[config.mk]
export PLATFORM = sky130hd
export DESIGN_NAME = hazard_ctrl
export DESIGN_NICKNAME = d
export VERILOG_FILES = /design/src/rtl/hazard_ctrl.sv
export SDC_FILE = /design/constraint.sdc
export NUM_CORES = 1
export LEC_CHECK = 0
export ABC_AREA = 0
export BUFFER_PORTS_ARGS = -buffer_cell sky130_fd_sc_hd__buf_2
export CORE_ASPECT_RATIO = 0.7
export CORE_MARGIN = 2
export CORE_UTILIZATION = 48
export DETAILED_ROUTE_END_ITERATION = 10
export PLACE_DENSITY = 0.73
export SETUP_SLACK_MARGIN = 0.02
export SLEW_MARGIN = 20
export SYNTH_ARGS = -nofsm -noshare
export SYNTH_HDL_FRONTEND = slang
export SYNTH_SLANG_ARGS = --single-unit
[constraint.sdc]
create_clock -name clk_i -period 2.3 [get_ports clk_i]
set_input_delay 0.23 -clock clk_i [delete_from_list [all_inputs] [get_ports clk_i]]
set_output_delay 0.23 -clock clk_i [all_outputs]
set_load 0.05 [all_outputs]
[src/rtl/hazard_ctrl.sv]
// Pipeline hazard controller: load-use stalls, data-memory wait freezes,
// branch flushes (including flushes deferred across a stall), statistics
// counters and a sticky memory-wait timeout flag.
module hazard_ctrl #(
  parameter int unsigned TIMEOUT = 255
) (
  input  logic        clk_i,
  input  logic        rst_i,
  input  logic [4:0]  ifid_rs_i,
  input  logic [4:0]  ifid_rt_i,
  input  logic        idex_memread_i,
  input  logic [4:0]  idex_rt_i,
  input  logic        branch_taken_i,
  input  logic        dmem_req_i,
  input  logic        dmem_ready_i,
  output logic        pc_write_o,
  output logic        ifid_stall_o,
  output logic        ifid_flush_o,
  output logic        idex_bubble_o,
  output logic        freeze_o,
  output logic [15:0] stall_cnt_o,
  output logic [15:0] flush_cnt_o,
  output logic        err_timeout_o
);

  typedef enum logic [0:0] {StRun, StMwait} state_e;

  state_e      state_q, state_d;
  logic        pending_flush_q, pending_flush_d;
  logic [7:0]  wait_cnt_q, wait_cnt_d;
  logic [15:0] stall_cnt_q, stall_cnt_d;
  logic [15:0] flush_cnt_q, flush_cnt_d;
  logic        err_timeout_q, err_timeout_d;

  logic load_use;
  logic mem_wait;
  logic flush_req;

  // Hazard detection; r0 is hardwired zero so it never creates a dependency.
  always_comb begin
    load_use  = idex_memread_i && (idex_rt_i != 5'd0) &&
                ((idex_rt_i == ifid_rs_i) || (idex_rt_i == ifid_rt_i));
    mem_wait  = (state_q == StMwait) ? !dmem_ready_i : (dmem_req_i && !dmem_ready_i);
    flush_req = branch_taken_i || pending_flush_q;
  end

  // Control outputs: one action per cycle, mem_wait > load_use > flush.
  always_comb begin
    pc_write_o    = 1'b1;
    ifid_stall_o  = 1'b0;
    ifid_flush_o  = 1'b0;
    idex_bubble_o = 1'b0;
    freeze_o      = 1'b0;
    if (!rst_i) begin
      if (mem_wait) begin
        pc_write_o   = 1'b0;
        ifid_stall_o = 1'b1;
        freeze_o     = 1'b1;
      end else if (load_use) begin
        pc_write_o    = 1'b0;
        ifid_stall_o  = 1'b1;
        idex_bubble_o = 1'b1;
      end else if (flush_req) begin
        ifid_flush_o = 1'b1;
      end
    end
  end

  // Next-state: FSM, deferred flush, wait counter, statistics, timeout.
  always_comb begin
    state_d         = state_q;
    pending_flush_d = pending_flush_q;
    wait_cnt_d      = wait_cnt_q;
    stall_cnt_d     = stall_cnt_q;
    flush_cnt_d     = flush_cnt_q;
    err_timeout_d   = err_timeout_q;

    if (mem_wait || load_use) begin
      if (stall_cnt_q != 16'hFFFF) stall_cnt_d = stall_cnt_q + 16'd1;
      // A branch resolved while stalled must not be lost; replay it later.
      if (branch_taken_i) pending_flush_d = 1'b1;
    end else if (flush_req) begin
      if (flush_cnt_q != 16'hFFFF) flush_cnt_d = flush_cnt_q + 16'd1;
      pending_flush_d = 1'b0;
    end

    case (state_q)
      StRun: begin
        if (dmem_req_i && !dmem_ready_i) begin
          state_d    = StMwait;
          wait_cnt_d = 8'd0;
        end
      end
      StMwait: begin
        if (dmem_ready_i) begin
          state_d = StRun;
        end else if (wait_cnt_q != 8'hFF) begin
          wait_cnt_d = wait_cnt_q + 8'd1;
        end
      end
      default: state_d = StRun;
    endcase

    // Timeout only flags; the FSM keeps waiting for ready.
    if ((state_d == StMwait) && (32'(wait_cnt_d) == TIMEOUT)) err_timeout_d = 1'b1;
  end

  // State registers with synchronous active-high reset.
  always_ff @(posedge clk_i) begin
    if (rst_i) begin
      state_q         <= StRun;
      pending_flush_q <= 1'b0;
      wait_cnt_q      <= 8'd0;
      stall_cnt_q     <= 16'd0;
      flush_cnt_q     <= 16'd0;
      err_timeout_q   <= 1'b0;
    end else begin
      state_q         <= state_d;
      pending_flush_q <= pending_flush_d;
      wait_cnt_q      <= wait_cnt_d;
      stall_cnt_q     <= stall_cnt_d;
      flush_cnt_q     <= flush_cnt_d;
      err_timeout_q   <= err_timeout_d;
    end
  end

  assign stall_cnt_o   = stall_cnt_q;
  assign flush_cnt_o   = flush_cnt_q;
  assign err_timeout_o = err_timeout_q;

endmodule
* After elaboration in Yosys (flattened, before gate mapping) *
Index checks and enable logic that the tools add are counted.

storage, ports and cells
  flip-flop bits (word level) = 43
  input port bits = 21
  output and inout port bits = 38
  logic and storage cells = 56

cells by class
  add/subtract/negate cells = 3
  equal/unequal tests = 7
  multiplexer cells = 25
  bitwise operators = 2
  reduce and logical (&&, ||, !) cells = 13

operator list
  kind                   number
  $add 16x1->16 const B  2
  $ne 16x16->1 const B   2
  $mux 8                 3
  $mux 1                 20
  $pmux 8 s2             1
  $eq 5x5->1             2
  $add 8x1->8 const B    1
  $eq 8x8->1 const B     1
  $ne 8x8->1 const B     1
  $reduce_bool 5->1      1
  $logic_and 1x1->1      4
  $reduce_and 2->1       2
  $logic_or 1x1->1       3
  $reduce_and 3->1       1
  $ne 2x2->1 const B     1
  $not 1->1              2
  $pmux 1 s2             1
  $reduce_bool 2->1      1
  $logic_not 1->1        1

* Depth between registers and ports, before layout *
  depth in word-level cells = 6
  depth in mapped cells = 9
  depth with buffers taken out = 7

* Worst setup path before layout *
Ideal clock, no wire load.

  kind = flip-flop to flip-flop
  start point = register stall_cnt_q[0] (netlist: stall_cnt_o[0])
  end point = register stall_cnt_q[1] (netlist: stall_cnt_o[1])
  library setup time = 0.128 ns
  arrival time = 2.472 ns
  data required time = 2.172 ns
  setup slack = -0.300 ns
  stages on the path, launching flop included = 10
  path buffers = 2
  period minus slack after synthesis = 2.600 ns
  cells stage by stage = dfxtp_1 -> ha_1 -> nand4_1 -> or4_4 -> nand2_1 -> a2bb2oi_2 -> buf_6 -> buf_6 -> mux2i_1 -> nor2_1

on the way
  longest elaborated chain between the ends = 2
  elaborated cells between the ends (all ways) = 3
  those cells by class = add/sub: 1; eq/ne: 1; reduce/logical: 1

RTL lines
  item                                                                   line  RTL
  start: declaration                                                     31    logic [15:0] stall_cnt_q, stall_cnt_d;
  start signal: assignment                                               121   stall_cnt_q <= stall_cnt_d;
  parallel branches: the longest is 2 deep, another holds $add 16x1->16  n/a

Several ways; the timed one is not identified.
A chain may end at the register's enable or synchronous reset.

* Worst setup path after layout *
  start point = register stall_cnt_q[0] (netlist: stall_cnt_o[0])
  end point = register stall_cnt_q[2] (netlist: stall_cnt_o[2])

The elaborated chain is that of the path after synthesis.

==> results.yml <==
sta:
  fmax_mhz: 476
  hold_ws_ns: 0.195
  setup_viol: 0
  fin_worst_skew_ns: 0.00673
  rsz0062_at_grt: "false"
  hold_viol_final: 0
  period_share: 0.914
  layout_min_cycle_time_ns: 2.10
  report.final.slew_viol_count: 0
  slew_headroom: 0.568
  worst_pin_slew_ns: 0.648
setup_path:
  slowest_delay_ns: 0.52
  crit_path_top_delay_cell: "or4_4"
  critPathCaptureType: "register"
  crit_path_max_fanout: 5
  crit_type: "register to register"
  cp.arrival_ns: 2.28
  required_ns: 2.48
  worstSetupStartpointType: "register"
  critical_path_buf_inv_count: 0
  cp_top_family: "simple AND/OR/NAND/NOR gates"
  path_cells: "ha_1, nand4_1, or4_4, nand2_1, a2bb2oi_2, nand2b_1, mux2_2"
yosys:
  synthMuxAreaShare: 0.0680
  syn_area_mm2: 0.00239
  synth_compound_area_frac: 0.143
  netlist_instances: 298
  syn_nets: 322
  synth_fa_ha_area_frac: 0.0157
  synth_top_family_by_area: "simple AND/OR/NAND/NOR gates"
  synth_edf_count: 0
  ys_seq_area_frac: 0.360
  synth_cell_types: 40
  syn_avg_cell_area_um2: 8.03
  yosys.area_share.simple: 0.334
  ys_async_sr_fraction: 0
  ys.flop_type: "dfxtp_1"
  synth_warnings: 0
  synth-xor-area-share: 0.0476
  synth_seq_cells: 43
global_routing:
  gr-total-overflow: 0
  grt_pass1_vias: 2070
  antenna_found_initial: 0
  track_usage: 0.210
  grt_max_degree: 38
  grt_pass1_wl_um: 9370
floorplan:
  die_h_um: 63.1
  rows: 21
  initial_core_util: 0.501
  dieArea_mm2: 0.00558
  die_x_um: 88.4
  core_mm2: 0.00478
  ioPinCount: 59
cells_and_area:
  diodes: 0
  utilization: 0.610
  drive_above_1_share: 0.288
  finalNetCount: 387
  area_growth_pct: 21.9
  finalNonFillerCells: 433
  fin_area_mm2: 0.00292
clock_network:
  tritoncts: "yes"
  holdBufCountCts: 0
  cts_setup_buffers: 0
  clkSlewWorstSetupHoldPaths_ns: 0.08
  cts.sinks: 43
  cts_buffers: 5
  ctsLongestPathBuffers: 2
  root_buffer: "clkbuf_8"
  htree_levels: 2
  worstSkewPairLatency_ns: 0.29
  cts_resized: 0
detailed_routing:
  ant_nets: 0
  routed_wl_um: 5630
  drc_errors: 0
  firstDrtPassIters: 6
  drtIter0Drc: 109
  num_vias: 2392
  wire_per_inst_um: 13.0
  via_per_inst: 5.52
worst_hold_path:
  hold_path_class: "input pin to register"
place:
  placedCellCount: 424
  gp_congestion: 0.798
  io_buffers: 58
  post-dp-hpwl_um: 4180
  placed_cell_area_mm2: 0.00280
status:
  status: "completed"
power_and_ir_drop:
  p_per_area_mw_per_mm2: 532
  leakage_nw: 1.16
  irDropWorstVdd_v: 0.000327
  p_total_mw: 1.55
flow_run:
  cap_viol_max_count: 0
==> layer usage <==
layer  vias to the layer above  share of wire  global-route usage
met5                         -              0                   0
met4                         0         0.0064              0.0606
met3                         4          0.060              0.0511
met2                        63           0.42               0.317
met1                      1112           0.51               0.298
li1                       1213              -                   -
==> area by class of cell <==
class                      instances  area (µm²)
tap                               69        86.3
inverter                           5        18.8
clock buffer                       7        76.3
multi-input combinational        240        1460
fill                             440        1870
sequential                        43         880
clock inverter                     1        30.0
timing repair buffer              68         365
==> registers in the layout, indices dropped and copies added (netlist names) <==
register	cells
flush_cnt_o	16
stall_cnt_o	16
wait_cnt_q	8
err_timeout_o	1
pending_flush_q	1
state_q	1
==> power breakdown <==
part	internal, mW	leakage (nW)	total, mW	switching, mW
Combinational	0.0718	0.751	0.204	0.132
Sequential	0.754	0.353	0.767	0.0126
Clock	0.325	0.0524	0.582	0.256
==> worst register-to-register path, delay by kind of cell, from the launching register on <==
family                     cells  cell delay, ns
and+or+nand+nor                4            0.92
AOI/OAI and AO/OA              1            0.17
DFF                            1            0.37
adders and majority gates      1            0.21
muxes                          1            0.33
==> cell families (layout without fill, tap and decap cells) <==
group	Yosys count	after routing
adder cells (fa/ha/maj)	3	3
multiplexers	15	15
buffers and inverters	15	81
XOR/XNOR	13	13
AO/OA/AOI/OAI	57	57
flip-flops	43	43
AND/OR/NAND/NOR	152	152
==> per-stage QoR <==
stage | setup TNS, ns | setup WS, ns
finish | 0 | 0.198
global route | 0 | 0.0558
CTS | 0 | 0.141
detailed placement | 0 | 0.119
global placement | 0 | 0.197
floorplan | -0.00837 | -0.00837
==> cell usage in the layout (no fill, tap or decap), drive strengths merged, types with 4 or more instances in the layout <==
master and count:
and3 5, inv 5, nor2b 10, a41oi 4, mux2 10, o21ai 19
xnor2 10, and4 4, clkbuf 7, a21oi 21, mux2i 5, or2 5
dfxtp 43, nand4 12, or4 7, nand3 12, nor3 9, nor2 33
buf 68, or3 16, nand2b 4, nand2 29
==> final timing paths <==
| check | start | endpoint | slack [ns] | cells after the start |
|---|---|---|---|---|
| worst max-delay path | stall_cnt_o[0] | stall_cnt_o[2] | 0.20 | 7 |
| worst min register to register | err_timeout_o | err_timeout_o | 0.47 | 2 |
| worst min-delay path | branch_taken_i | pending_flush_q | 0.19 | 3 |
| worst max register to register | stall_cnt_o[0] | stall_cnt_o[2] | 0.20 | 7 |
==> Yosys cell counts, types with 9 or more instances <==
master	count	area, µm²
nor2_1	33	124
nand4_1	12	75.1
nor3_1	9	45.0
or3_1	16	100
nor2b_1	10	62.6
mux2_2	10	113
nand3_1	12	60.1
xnor2_1	10	87.6
o21ai_0	18	90.1
nand2_1	29	109
a21oi_1	21	105
dfxtp_1	43	861
Note: power is estimated with default switching activity, not from simulation.
